### src/rtl/counter_access_sequencer_if.sv
// Bus-side pin group of the timer sequencer: CPU chip-select, strobes, address,
// write data, read data and the read-data enable for the external tristate.
//   master : CPU side (drives strobes/address/write data)
//   slave  : sequencer side (drives read data and its valid flag)
interface counter_access_sequencer_if;
  logic       cs_n;
  logic       rd_n;
  logic       wr_n;
  logic [1:0] addr;
  logic [7:0] data_in;
  logic [7:0] data_out;
  logic       data_out_valid;

  modport master (
    output cs_n, rd_n, wr_n, addr, data_in,
    input  data_out, data_out_valid
  );

  modport slave (
    input  cs_n, rd_n, wr_n, addr, data_in,
    output data_out, data_out_valid
  );
endinterface

### src/rtl/counter_access_sequencer.sv
// Bus-side sequencer for an 8253-style timer. Decodes the CPU bus, routes
// mode-setting control words, runs the per-counter LSB/MSB byte pointers for
// count loads and read-back, and holds the count/status latches.
// Ports:
//   clk_i, rst_n_i          clock, async active-low reset
//   bus (slave modport)     CPU pins: cs_n, rd_n, wr_n, addr, data_in / data_out, data_out_valid
//   cw_write_o, cw_o        1-cycle pulse + last mode-setting control word
//   count_load_o            one-hot 1-cycle pulse per counter, count_load_value_o holds the count
//   count_value{0,1,2}_i    live counts, status{0,1,2}_i status bytes
//
// state       | meaning
// W_LSB/R_LSB | next byte written/read is the low byte
// W_MSB/R_MSB | next byte written/read is the high byte (RW=11 only)
module counter_access_sequencer #(
  parameter int SYNC_STAGES = 2
) (
  input  logic        clk_i,
  input  logic        rst_n_i,
  counter_access_sequencer_if.slave bus,
  output logic        cw_write_o,
  output logic [7:0]  cw_o,
  output logic [2:0]  count_load_o,
  output logic [15:0] count_load_value_o,
  input  logic [15:0] count_value0_i,
  input  logic [15:0] count_value1_i,
  input  logic [15:0] count_value2_i,
  input  logic [7:0]  status0_i,
  input  logic [7:0]  status1_i,
  input  logic [7:0]  status2_i
);

  typedef enum logic {W_LSB, W_MSB} wstate_t;
  typedef enum logic {R_LSB, R_MSB} rstate_t;
  typedef enum logic [1:0] {SRC_NONE, SRC_STATUS, SRC_LATCH, SRC_LIVE} src_t;

  logic [SYNC_STAGES-1:0] rd_sync_q, wr_sync_q;
  logic rd_prev_q, wr_prev_q;
  logic rd_s, wr_s, rd_fall, rd_rise, wr_fall, wr_rise;

  logic [15:0] cv [3];
  logic [7:0]  st [3];

  logic [1:0]  rw_q        [3];
  wstate_t     wptr_q      [3];
  rstate_t     rptr_q      [3];
  logic [7:0]  lsb_q       [3];
  logic [15:0] cnt_latch_q [3];
  logic        cnt_full_q  [3];
  logic [7:0]  st_latch_q  [3];
  logic        st_full_q   [3];

  logic [1:0]  wr_addr_q;
  logic [7:0]  wr_data_q;
  logic        wr_ok_q;
  logic        rd_active_q;
  src_t        rd_src_q;
  logic [1:0]  rd_ctr_q;
  logic [7:0]  data_out_q;
  logic        data_out_valid_q;

  logic [7:0]  rd_data_d;
  src_t        rd_src_d;
  logic [15:0] rd_word;
  logic        rd_msb;

  assign cv[0] = count_value0_i;
  assign cv[1] = count_value1_i;
  assign cv[2] = count_value2_i;
  assign st[0] = status0_i;
  assign st[1] = status1_i;
  assign st[2] = status2_i;

  assign bus.data_out       = data_out_q;
  assign bus.data_out_valid = data_out_valid_q;

  // Strobes are asynchronous to clk_i; both reset to the idle (high) level.
  always_ff @(posedge clk_i or negedge rst_n_i) begin
    if (!rst_n_i) begin
      rd_sync_q <= '1;
      wr_sync_q <= '1;
      rd_prev_q <= 1'b1;
      wr_prev_q <= 1'b1;
    end else begin
      rd_sync_q <= {rd_sync_q[SYNC_STAGES-2:0], bus.rd_n};
      wr_sync_q <= {wr_sync_q[SYNC_STAGES-2:0], bus.wr_n};
      rd_prev_q <= rd_s;
      wr_prev_q <= wr_s;
    end
  end

  assign rd_s    = rd_sync_q[SYNC_STAGES-1];
  assign wr_s    = wr_sync_q[SYNC_STAGES-1];
  assign rd_fall = rd_prev_q & ~rd_s;
  assign rd_rise = ~rd_prev_q & rd_s;
  assign wr_fall = wr_prev_q & ~wr_s;
  assign wr_rise = ~wr_prev_q & wr_s;

  // Read source: status latch first, then count latch, then the live count.
  always_comb begin
    rd_data_d = 8'h00;
    rd_src_d  = SRC_NONE;
    rd_word   = 16'h0000;
    rd_msb    = 1'b0;
    if (bus.addr != 2'd3) begin
      rd_msb = (rw_q[bus.addr] == 2'b10) ||
               (rw_q[bus.addr] == 2'b11 && rptr_q[bus.addr] == R_MSB);
      if (cnt_full_q[bus.addr]) rd_word = cnt_latch_q[bus.addr];
      else                      rd_word = cv[bus.addr];
      if (st_full_q[bus.addr]) begin
        rd_data_d = st_latch_q[bus.addr];
        rd_src_d  = SRC_STATUS;
      end else begin
        rd_data_d = rd_msb ? rd_word[15:8] : rd_word[7:0];
        rd_src_d  = cnt_full_q[bus.addr] ? SRC_LATCH : SRC_LIVE;
      end
    end
  end

  always_ff @(posedge clk_i or negedge rst_n_i) begin
    if (!rst_n_i) begin
      for (int n = 0; n < 3; n++) begin
        rw_q[n]        <= 2'b01;
        wptr_q[n]      <= W_LSB;
        rptr_q[n]      <= R_LSB;
        lsb_q[n]       <= 8'h00;
        cnt_latch_q[n] <= 16'h0000;
        cnt_full_q[n]  <= 1'b0;
        st_latch_q[n]  <= 8'h00;
        st_full_q[n]   <= 1'b0;
      end
      wr_addr_q          <= 2'd0;
      wr_data_q          <= 8'h00;
      wr_ok_q            <= 1'b0;
      rd_active_q        <= 1'b0;
      rd_src_q           <= SRC_NONE;
      rd_ctr_q           <= 2'd0;
      data_out_q         <= 8'h00;
      data_out_valid_q   <= 1'b0;
      cw_write_o         <= 1'b0;
      cw_o               <= 8'h00;
      count_load_o       <= 3'b000;
      count_load_value_o <= 16'h0000;
    end else begin
      cw_write_o   <= 1'b0;
      count_load_o <= 3'b000;

      // A write only counts if chip-select was low and no read overlapped it.
      if (wr_fall) begin
        wr_addr_q <= bus.addr;
        wr_data_q <= bus.data_in;
        wr_ok_q   <= ~bus.cs_n & rd_s;
      end

      if (wr_rise && wr_ok_q && rd_s) begin
        wr_ok_q <= 1'b0;
        if (wr_addr_q == 2'd3) begin
          if (wr_data_q[7:6] != 2'b11) begin
            if (wr_data_q[5:4] != 2'b00) begin
              rw_q[wr_data_q[7:6]]       <= wr_data_q[5:4];
              wptr_q[wr_data_q[7:6]]     <= W_LSB;
              rptr_q[wr_data_q[7:6]]     <= R_LSB;
              cnt_full_q[wr_data_q[7:6]] <= 1'b0;
              st_full_q[wr_data_q[7:6]]  <= 1'b0;
              cw_o       <= wr_data_q;
              cw_write_o <= 1'b1;
            end else if (!cnt_full_q[wr_data_q[7:6]]) begin
              cnt_latch_q[wr_data_q[7:6]] <= cv[wr_data_q[7:6]];
              cnt_full_q[wr_data_q[7:6]]  <= 1'b1;
            end
          end else begin
            // Read-back: D5/D4 are active-low count/status selects.
            for (int n = 0; n < 3; n++) begin
              if (wr_data_q[n+1]) begin
                if (!wr_data_q[5] && !cnt_full_q[n]) begin
                  cnt_latch_q[n] <= cv[n];
                  cnt_full_q[n]  <= 1'b1;
                end
                if (!wr_data_q[4] && !st_full_q[n]) begin
                  st_latch_q[n] <= st[n];
                  st_full_q[n]  <= 1'b1;
                end
              end
            end
          end
        end else begin
          case (rw_q[wr_addr_q])
            2'b01: begin
              count_load_value_o      <= {8'h00, wr_data_q};
              count_load_o[wr_addr_q] <= 1'b1;
            end
            2'b10: begin
              count_load_value_o      <= {wr_data_q, 8'h00};
              count_load_o[wr_addr_q] <= 1'b1;
            end
            2'b11: begin
              if (wptr_q[wr_addr_q] == W_LSB) begin
                lsb_q[wr_addr_q]  <= wr_data_q;
                wptr_q[wr_addr_q] <= W_MSB;
              end else begin
                count_load_value_o      <= {wr_data_q, lsb_q[wr_addr_q]};
                count_load_o[wr_addr_q] <= 1'b1;
                wptr_q[wr_addr_q]       <= W_LSB;
              end
            end
            default: ;
          endcase
        end
      end

      if (!rd_s && !wr_s) begin
        data_out_valid_q <= 1'b0;
        rd_active_q      <= 1'b0;
      end else if (rd_fall && !bus.cs_n && wr_s) begin
        data_out_q       <= rd_data_d;
        data_out_valid_q <= 1'b1;
        rd_active_q      <= 1'b1;
        rd_src_q         <= rd_src_d;
        rd_ctr_q         <= bus.addr;
      end else if (rd_rise && rd_active_q) begin
        data_out_valid_q <= 1'b0;
        rd_active_q      <= 1'b0;
        if (rd_src_q == SRC_STATUS) begin
          st_full_q[rd_ctr_q] <= 1'b0;
        end else if (rd_src_q != SRC_NONE) begin
          // The count latch frees up once its final byte has gone out.
          if (rd_src_q == SRC_LATCH &&
              (rw_q[rd_ctr_q] != 2'b11 || rptr_q[rd_ctr_q] == R_MSB))
            cnt_full_q[rd_ctr_q] <= 1'b0;
          if (rw_q[rd_ctr_q] == 2'b11)
            rptr_q[rd_ctr_q] <= (rptr_q[rd_ctr_q] == R_LSB) ? R_MSB : R_LSB;
        end
      end
    end
  end

endmodule

### src/flat_wrapper.sv
// flat-port wrapper written by rule: the top's interface ports become plain ports
module counter_access_sequencer_flat 
#(
  parameter int SYNC_STAGES = 2
)
  (clk_i, rst_n_i, cw_write_o, cw_o, count_load_o, count_load_value_o, count_value0_i, count_value1_i, count_value2_i, status0_i, status1_i, status2_i, bus_cs_n, bus_rd_n, bus_wr_n, bus_addr, bus_data_in, bus_data_out, bus_data_out_valid);
  counter_access_sequencer_if bus_i ();
  input  logic clk_i;
  input  logic rst_n_i;
  output logic cw_write_o;
  output logic [7:0] cw_o;
  output logic [2:0] count_load_o;
  output logic [15:0] count_load_value_o;
  input  logic [15:0] count_value0_i;
  input  logic [15:0] count_value1_i;
  input  logic [15:0] count_value2_i;
  input  logic [7:0] status0_i;
  input  logic [7:0] status1_i;
  input  logic [7:0] status2_i;
  input wire logic [$bits(bus_i.cs_n)-1:0] bus_cs_n;
  input wire logic [$bits(bus_i.rd_n)-1:0] bus_rd_n;
  input wire logic [$bits(bus_i.wr_n)-1:0] bus_wr_n;
  input wire logic [$bits(bus_i.addr)-1:0] bus_addr;
  input wire logic [$bits(bus_i.data_in)-1:0] bus_data_in;
  output wire logic [$bits(bus_i.data_out)-1:0] bus_data_out;
  output wire logic [$bits(bus_i.data_out_valid)-1:0] bus_data_out_valid;
  assign bus_i.cs_n = bus_cs_n;
  assign bus_i.rd_n = bus_rd_n;
  assign bus_i.wr_n = bus_wr_n;
  assign bus_i.addr = bus_addr;
  assign bus_i.data_in = bus_data_in;
  assign bus_data_out = bus_i.data_out;
  assign bus_data_out_valid = bus_i.data_out_valid;
  counter_access_sequencer #(.SYNC_STAGES(SYNC_STAGES)) u_core (.clk_i(clk_i), .rst_n_i(rst_n_i), .bus(bus_i), .cw_write_o(cw_write_o), .cw_o(cw_o), .count_load_o(count_load_o), .count_load_value_o(count_load_value_o), .count_value0_i(count_value0_i), .count_value1_i(count_value1_i), .count_value2_i(count_value2_i), .status0_i(status0_i), .status1_i(status1_i), .status2_i(status2_i));
endmodule
### config.mk
export PLATFORM = sky130hd
export DESIGN_NAME = counter_access_sequencer_flat
export DESIGN_NICKNAME = d
export VERILOG_FILES = /design/src/rtl/counter_access_sequencer_if.sv /design/src/rtl/counter_access_sequencer.sv /design/src/flat_wrapper.sv
export SDC_FILE = /design/constraint.sdc
export NUM_CORES = 1
export LEC_CHECK = 0
export BUFFER_PORTS_ARGS = -buffer_cell sky130_fd_sc_hd__buf_4
export CELL_PAD_IN_SITES_DETAIL_PLACEMENT = 0
export CELL_PAD_IN_SITES_GLOBAL_PLACEMENT = 1
export CORE_ASPECT_RATIO = 0.5
export CORE_MARGIN = 4
export CORE_UTILIZATION = 45
export DETAILED_ROUTE_END_ITERATION = 6
export GPL_TIMING_DRIVEN = 0
export HOLD_SLACK_MARGIN = 0.02
export PLACE_DENSITY_LB_ADDON = 0.05
export SKIP_LAST_GASP = 1
export SYNTH_ARGS = -nofsm -noshare
export SYNTH_HDL_FRONTEND = slang
export SYNTH_SLANG_ARGS = --single-unit
### constraint.sdc
create_clock -name clk_i -period 3.6 [get_ports clk_i]
set_clock_uncertainty 0.1 [all_clocks]
set_input_delay 0.18 -clock clk_i [delete_from_list [all_inputs] [get_ports clk_i]]
set_output_delay 0.18 -clock clk_i [all_outputs]
set_load 0.005 [all_outputs]
==> results_dict.tcl, run 1 <==
set metrics [dict create \
    h-tree-depth 4 \
    start_util_pct 46.7 \
    p_total_mw 4.90 \
    final_cell_mix "dfrtp_1 (163), buf_4 (122), nand2_1 (97)" \
    place_congestion 0.855 \
    viasPerCell 5.76 \
    drt_iter0_markers 746 \
    synth.avg_cell_area_um2 10.2 \
    num_vias 8115 \
    hpwl_um 20800 \
    crit_type "flop to flop" \
    path_max_fanout 10 \
    finalHoldViolCount 0 \
    syn_nets 1005 \
    ys.warnings.count 0 \
    synth-seq-area-share_pct 46.8 \
    grt_pass1_wl_um 46400 \
    synth-edff-count 0 \
    detail-route-antenna-nets 0 \
    tightest_slew_ps 1200 \
    clk_pin_slew_ps 70 \
    area_growth_pct 28.9 \
    worstPathRequired_ps 3810 \
    dieArea_mm2 0.0230 \
    cap_violations 0 \
    grt_pass1_vias 8138 \
    setup_violations 0 \
    power.density_mw_per_mm2 412 \
    finalCriticalPeriod_ps 3370 \
    cts_made_buffers 17 \
    synth-async-reset-ratio_pct 100 \
    insertion_delay_ps 440 \
    antenna_found_initial 0 \
    die_w_um 211 \
    clock_sinks 172 \
    firstDrtPassIters 5 \
    fin_area_mm2 0.0119 \
    cp-startpoint "u_core.wr_data_q[6]$_DFFE_PN0P_" \
    status "finished, final reports clean" \
    globalRouteOverflowTotal 0 \
    io_pins 124 \
    period_share_pct 93.7 \
    diodes 0 \
    fmax_mhz 297 \
    grt_max_degree 95 \
    route.detailed.drc 0 \
    critPathSlowestCell "clkbuf_1" \
    wl_um 29500 \
    synth_ff_type "dfrtp_1" \
    min_path_type "input pin to flop" \
    placed_cell_area_mm2 0.0105 \
    p_leak_nw 5.22 \
    drive_gt1_share_pct 23.7 \
    cts_setup_buffers 0 \
    port_buffers 121 \
    drv_slew 0 \
    crit_chain "clkbuf_1, clkbuf_2, inv_1, ha_1, nor3_1, o21ai_1, clkbuf_1, a221oi_1, a21oi_1" \
    nFillCells 1721 \
    critPathLaunchType "flop" \
    rsz0062_at_grt "no" \
    relSlewSlack_pct 19.6 \
    syn_inst 907 \
    synth.distinct_cells 58 \
    cts_tree "done" \
    coreArea_mm2 0.0198 \
    multi_input_comb_area_mm2 0.00454 \
    cp-end-kind "flop" \
    rows 36 \
    final_common_cell "dfrtp_1" \
    crit_top_cell "clkbuf_1" \
    cts_buffer_depth 2 \
    peakVddDrop_v 0.000325 \
    dp_cells 1295 \
    root_buffer "clkbuf_16" \
    slowest_delay_ps 450 \
    synth_seq_cells 172 \
    regArea_mm2 0.00432 \
    arrival_ps 3580 \
    grt_usage_pct 26.3 \
    tns_ps 0 \
    routedWlPerCell_um 21.0 \
    die-height_um 109 \
    worstHoldStart "bus_addr[1]" \
    r2r_start "u_core.wr_data_q[6]$_DFFE_PN0P_" \
    stdcell_count 1410 \
    syn-cell-area_mm2 0.00923 \
    nNetsFinal 1229 \
    holdWs_ps 227 \
]
[registers in the layout, indices dropped and copies added, names as in the netlist, 6 cells and up, named ones only]
| signal | count |
|---|---|
| u_core.bus.data_out | 8 |
| u_core.cnt_latch_q | 48 |
| u_core.count_load_value_o | 16 |
| u_core.cw_o | 8 |
| u_core.lsb_q | 24 |
| u_core.rw_q | 6 |
| u_core.st_latch_q | 24 |
| u_core.wr_data_q | 8 |
[logic make-up (layout without fill, tap and decap cells)]
kind of cell | count (synthesis) | after routing | synth area share (%)
compound gates | 280 | 280 | 19.6
flops | 172 | 172 | 46.8
mux | 141 | 141 | 16.3
simple gates | 212 | 212 | 11.7
fa+ha+maj | 11 | 11 | 1.49
buf+inv | 91 | 328 | 4.08
[worst max-delay path, delay by kind of cell, from the launching register on]
kind | cells | cell delay, ps
buf+inv | 4 | 1460
compound gates | 3 | 680
flops | 1 | 420
fa+ha+maj | 1 | 330
simple gates | 1 | 260
[metal layers]
layer	track usage, %	wire (um)	vias to the layer above
li1	-	-	3777
met1	37.5	13500	3962
met5	0	0	-
met2	41.6	13500	335
met3	4.89	2080	41
met4	7.21	499	0
[stage by stage]
step	setup WS [ps]	util, %
finish	228	60.1
global route	5.30	60.1
CTS	61.1	60.1
global placement	15.3	52.9
floorplan	972	-
detailed placement	10.8	53.1
[report_power, final]
group	internal [mW]	total (mW)	switching (mW)
clock	0.918	1.78	0.863
combinational	0.427	1.00	0.576
sequential	2.03	2.12	0.0855
total	3.38	4.90	1.52
[timing repair]
action | 4_1_cts | 5_1_grt
endpoints found under the setup margin | 1 | 20
endpoints found under the hold margin | 174 | 0
hold buffers | 84 | 0
pin swaps | 0 | 0
cloned | 0 | 0
gates resized for setup | 1 | 3
[cells in the mapped netlist, drive strengths merged, types with 11 or more instances]
library cell,n,area [um2]
dfrtp,163,4080
nand2,97,364
a21oi,76,380
mux2,75,845
mux2i,66,661
o21ai,65,325
a22oi,57,428
clkbuf,43,161
nor2,38,143
buf,28,140
o211ai,23,173
inv,20,75.1
nor2b,19,119
a221oi,13,120
ha,11,138
[cell type report]
class,count,share of cell area (%)
inverter,20,0.631
tap,266,2.80
sequential,172,36.3
buffer,70,2.52
timing repair buffer,206,15.0
clock inverter,13,0.894
clock buffer,19,3.72
multi-input combinational,644,38.1
[worst paths after layout]
| path | endpoint | slack (ps) | cells after the start |
|---|---|---|---|
| worst max-delay path | u_core.cnt_latch_q[44]$_DFFE_PN0P_ | 230 | 9 |
| worst min-delay path | u_core.rd_ctr_q[1]$_DFFE_PN0P_ | 230 | 3 |
| worst max register to register | u_core.cnt_latch_q[44]$_DFFE_PN0P_ | 230 | 9 |
| worst min register to register | u_core.wr_sync_q[1]$_DFF_PN1_ | 250 | 0 |
| max in group asynchronous | u_core.cnt_latch_q[42]$_DFFE_PN0P_ | 2270 | 3 |
| min in group asynchronous | u_core.count_load_value_o[14]$_DFFE_PN0P_ | 240 | 2 |
Power figures use the tool's default switching activity.
==> run 2, diff against run 1 <==
RECOVER_POWER = 100   (was not set)
==> run 2 against run 1 <==
  * The run now ends with capacitance limit, slew limit left
  * Register-to-register slack barely moved
  * Clock-buffer cell count did not move
  * Sequential share of layout area rose by 0.25 points
  * Largest power group unchanged
  * Critical path type unchanged
  * Via count rose by 0.36%
==> results_dict.tcl, run 2 (same netlist as run 1, synthesis figures left out) <==
set metrics [dict create \
    route.detailed.drc 0 \
    drive_gt1_share_pct 22.6 \
    rsz0062_at_grt "no" \
    stdcell_count 1410 \
    grt_max_degree 95 \
    antenna_found_initial 0 \
    largest_register_ffs 48 \
    p_leak_nw 5.12 \
    h-tree-depth 4 \
    globalRouteOverflowTotal 0 \
    path_max_fanout 16 \
    port_buffers 121 \
    clock_sinks 172 \
    arrival_ps 3610 \
    die-height_um 109 \
    start_util_pct 46.7 \
    insertion_delay_ps 450 \
    tns_ps 0 \
    hpwl_um 20800 \
    clk_pin_slew_ps 70 \
    r2r_setup_slack_ps 220 \
    status "complete, but fails checks" \
    final_cell_mix "dfrtp_1 (163), nand2_1 (97), dlygate4sd3_1 (84)" \
    die_w_um 211 \
    cts_tree "done" \
    fmax_mhz 295 \
    num_vias 8144 \
    drv_slew 94 \
    grt_usage_pct 26.3 \
    nFillCells 1731 \
    cap_violations 1 \
    firstDrtPassIters 5 \
    cts_buffer_depth 2 \
    setup_violations 0 \
    fin_util_pct 59.7 \
    place_congestion 0.855 \
    top_register "u_core.cnt_latch_q" \
    nNetsFinal 1229 \
    critPathLaunchType "flop" \
    dieArea_mm2 0.0230 \
    detail-route-antenna-nets 0 \
    finalHoldViolCount 0 \
    relSlewSlack_pct -59.9 \
    final_common_cell "dfrtp_1" \
    power.density_mw_per_mm2 413 \
    coreArea_mm2 0.0198 \
    min_path_type "input pin to flop" \
    rows 36 \
    area_growth_pct 28.0 \
    dp_cells 1295 \
    fin_ws_ps 215 \
    wl_um 29500 \
    reg_top3 "u_core.cnt_latch_q (48), u_core.lsb_q (24), u_core.st_latch_q (24)" \
    tightest_slew_ps 2400 \
    cts_setup_buffers 0 \
    cp-end-kind "flop" \
    peakVddDrop_v 0.000328 \
    root_buffer "clkbuf_16" \
    routedWlPerCell_um 20.9 \
    io_pins 124 \
    dpl_worst_slack_ps 10.8 \
    drt_iter0_markers 767 \
    cts_made_buffers 17 \
    period_share_pct 94.0 \
    viasPerCell 5.78 \
    grt_pass1_vias 8138 \
    violations "capacitance limit, slew limit" \
    crit_type "flop to flop" \
    finalCriticalPeriod_ps 3380 \
    grt_pass1_wl_um 46400 \
    diodes 0 \
    worstPathRequired_ps 3830 \
]
## run 2: changes by cell type in the layout (fill, tap and decap cells not counted), sizes merged
| cell | previous run | this run |
|---|---|---|
| clkbuf | 62 | 106 |
| buf | 149 | 105 |
## run 2: metrics by stage
step,hold WS [ps],power [mW],area [um2]
2_1_floorplan,-216,2.65,9230
3_3_place_gp,188,3.05,10500
3_5_place_dp,148,3.07,10500
4_1_cts,206,4.91,11900
5_1_grt,231,5.09,11800
6_report,228,4.88,11800
## run 2: final timing paths
path,cells past startpoint,startpoint,end
max,8,u_core.wr_data_q[7]$_DFFE_PN0P_,u_core.cnt_latch_q[25]$_DFFE_PN0P_
min,3,bus_addr[1],u_core.rd_ctr_q[1]$_DFFE_PN0P_
max reg2reg,8,u_core.wr_data_q[7]$_DFFE_PN0P_,u_core.cnt_latch_q[25]$_DFFE_PN0P_
min reg2reg,0,u_core.wr_sync_q[0]$_DFF_PN1_,u_core.wr_sync_q[1]$_DFF_PN1_
max in group asynchronous,2,rst_n_i,u_core.cnt_latch_q[45]$_DFFE_PN0P_
min in group asynchronous,2,rst_n_i,u_core.wr_data_q[0]$_DFFE_PN0P_
## run 2: layout make-up
type,count,area (um2),share of cell area [%]
Clock inverter,13,106,0.900
Buffer,70,290,2.46
Timing Repair Buffer,206,1770,15.0
Sequential cell,172,4320,36.5
Multi-Input combinational cell,644,4480,37.9
Inverter,20,75.1,0.635
Clock buffer,19,443,3.75
Tap cell,266,333,2.82
## run 2: report_power, final
| group | switching [mW] | internal [mW] | total [mW] |
|---|---|---|---|
| combinational | 0.568 | 0.420 | 0.988 |
| sequential | 0.0835 | 2.03 | 2.11 |
| clock | 0.861 | 0.917 | 1.78 |
## run 2: per-layer routing
layer / part of all wire (%) / vias to the layer above / GRT usage (%)
met2: 46 / 300 / 41.6
met4: 1.5 / 0 / 7.21
met3: 6.2 / 33 / 4.89
met1: 46 / 4032 / 37.5
met5: 0 / - / 0
li1: - / 3779 / -
## run 2: critical path, stage by stage, from the launching register on
cell     delay [ps]
dfrtp_1         410
buf_2           480
mux2i_1         360
o21ai_0         210
o32ai_1        1040
and2_0          220
buf_4           160
buf_4           190
a21oi_1          80
## run 2: timing repair
action,4_1_cts,5_1_grt
resized for setup,1,3
hold buffers,84,0
setup endpoints to repair,1,20
endpoints found under the hold margin,174,0
==> run 3, diff against run 2 <==
PLACE_DENSITY = 0.85   (was not set)
PLACE_DENSITY_LB_ADDON = not set   (was 0.05)
==> run 3 against run 2 <==
  * The run still ends with capacitance limit, slew limit left
  * Fmax is 0.62% lower
  * Clock-buffer cell count stayed put
  * Worst setup slack worse by 21 ps
  * First-iteration DRC count is 6.5% lower
  * Sequential cell count stayed put
  * Clock power is 5% higher
  * Core utilization is 0.10 points lower
  * Largest cell class unchanged
==> results_dict.tcl, run 3 (same netlist as run 1, synthesis figures left out) <==
set metrics [dict create \
    cts_tree "done" \
    cp-end-kind "flop" \
    cts_buffer_depth 2 \
    netSwitchingPower_mw 1.48 \
    critPathSlowestCell "clkbuf_1" \
    nNetsFinal 1225 \
    nFillCells 1662 \
    p_comb_share_pct 19.8 \
    crit_top_cell "clkbuf_1" \
    viasPerCell 5.88 \
    drive_gt1_share_pct 22.3 \
    coreArea_mm2 0.0198 \
    p_sw_share_pct 29.8 \
    wl_um 29200 \
    clkPwrFrac_pct 37.7 \
    routedWlPerCell_um 20.8 \
    clock_sinks 172 \
    tns_ps 0 \
    p_total_mw 4.97 \
    crit_chain "clkbuf_1, clkbuf_2, inv_1, ha_1, nor3_1, o21ai_0, clkbuf_1, a221oi_1, a21oi_1" \
    dpl_worst_slack_ps 119 \
    slowest_delay_ps 450 \
    diodes 0 \
    firstDrtPassIters 5 \
    final_common_cell "dfrtp_1" \
    peakVddDrop_v 0.000315 \
    clk_pin_slew_ps 70 \
    io_pins 124 \
    place_congestion 0.937 \
    power.density_mw_per_mm2 421 \
    arrival_ps 3610 \
    setup_violations 0 \
    tightest_slew_ps 1680 \
    violations "capacitance limit, slew limit" \
    reg_top3 "u_core.cnt_latch_q (48), u_core.lsb_q (24), u_core.st_latch_q (24)" \
    holdPathStages 3 \
    fin_util_pct 59.6 \
    period_share_pct 94.6 \
    die_w_um 211 \
    finalHoldViolCount 0 \
    worstPathRequired_ps 3810 \
    rows 36 \
    start_util_pct 46.7 \
    final_cell_mix "dfrtp_1 (163), nand2_1 (97), buf_4 (83)" \
    grt_usage_pct 25.8 \
    status "complete, but fails checks" \
    drt_iter0_markers 717 \
    top_register "u_core.cnt_latch_q" \
    min_path_type "input pin to flop" \
    route.detailed.drc 0 \
    worstRegToRegCells 9 \
    regArea_mm2 0.00432 \
    cts_made_buffers 17 \
    insertion_delay_ps 440 \
    largest_register_ffs 48 \
    grt_pass1_wl_um 46100 \
    grt_max_degree 110 \
    finalCriticalPeriod_ps 3410 \
    fin_area_mm2 0.0118 \
    antenna_found_initial 0 \
    fmax_mhz 294 \
    hpwl_um 20400 \
    path_max_fanout 10 \
    placed_cell_area_mm2 0.0105 \
    critPathLaunchType "flop" \
    drv_slew 64 \
    globalRouteOverflowTotal 0 \
    p_seq_share_pct 42.5 \
    dieArea_mm2 0.0230 \
    root_buffer "clkbuf_16" \
    crit_type "flop to flop" \
    grt_pass1_vias 8457 \
    fin_ws_ps 194 \
    num_vias 8264 \
    stdcell_count 1406 \
    dp_cells 1295 \
    cap_violations 1 \
    internal_power_mw 3.49 \
    relSlewSlack_pct -11.7 \
    detail-route-antenna-nets 0 \
    area_growth_pct 27.8 \
    die-height_um 109 \
    port_buffers 121 \
    holdWs_ps 31.7 \
    h-tree-depth 4 \
    multi_input_comb_area_mm2 0.00448 \
    rsz0062_at_grt "no" \
    cts_setup_buffers 0 \
    p_leak_nw 5.10 \
]
run 3: path summary, 6_finish.rpt:
check / to / slack, ps / start
max: u_core.cnt_latch_q[40]$_DFFE_PN0P_ / 190 / u_core.wr_data_q[6]$_DFFE_PN0P_
min in group asynchronous: u_core.cnt_latch_q[29]$_DFFE_PN0P_ / 610 / rst_n_i
min: u_core.cnt_latch_q[26]$_DFFE_PN0P_ / 30 / count_value1_i[10]
max in group asynchronous: u_core.cw_write_o$_DFF_PN0_ / 1520 / rst_n_i
max reg2reg: u_core.cnt_latch_q[40]$_DFFE_PN0P_ / 190 / u_core.wr_data_q[6]$_DFFE_PN0P_
min reg2reg: u_core.rd_sync_q[1]$_DFF_PN1_ / 260 / u_core.rd_sync_q[0]$_DFF_PN1_
run 3: power by group through the flow:
stage	logic, mW	clock network [mW]	registers (mW)
6_report	0.982	1.87	2.11
5_1_grt	1.07	1.97	2.12
4_1_cts	0.988	1.89	2.11
3_5_place_dp	0.915	0	2.15
3_3_place_gp	0.897	0	2.14
2_1_floorplan	0.524	0	2.13
run 3: routing by layer:
metal | up-vias | wire length [um] | GRT usage, %
met5 | - | 0 | 0
met4 | 0 | 609 | 8.69
li1 | 3757 | - | -
met3 | 52 | 2090 | 5.06
met1 | 4105 | 12900 | 35.0
met2 | 350 | 13600 | 42.2
run 3: final cells by class:
type	count	area share, %
inverters	20	0.637
repair buffers	202	14.6
clock buffers	19	3.76
clock inverters	13	1.20
flip-flops and latches	172	36.6
well taps	266	2.82
multi-input cells	644	38.0
plain buffers	70	2.45
run 3: worst max-delay path, delay by kind of cell (launching register included):
kind	cells	cell delay [ps]
compound gates	3	810
flops	1	370
buf+inv	4	1440
simple gates	1	210
fa+ha+maj	1	330
run 3: repair_timing:
| action | in CTS | in global routing |
|---|---|---|
| endpoints found under the setup margin | 0 | 17 |
| hold endpoints to repair | 142 | 0 |
| hold buffers | 80 | 0 |
| gates resized for setup | 0 | 2 |
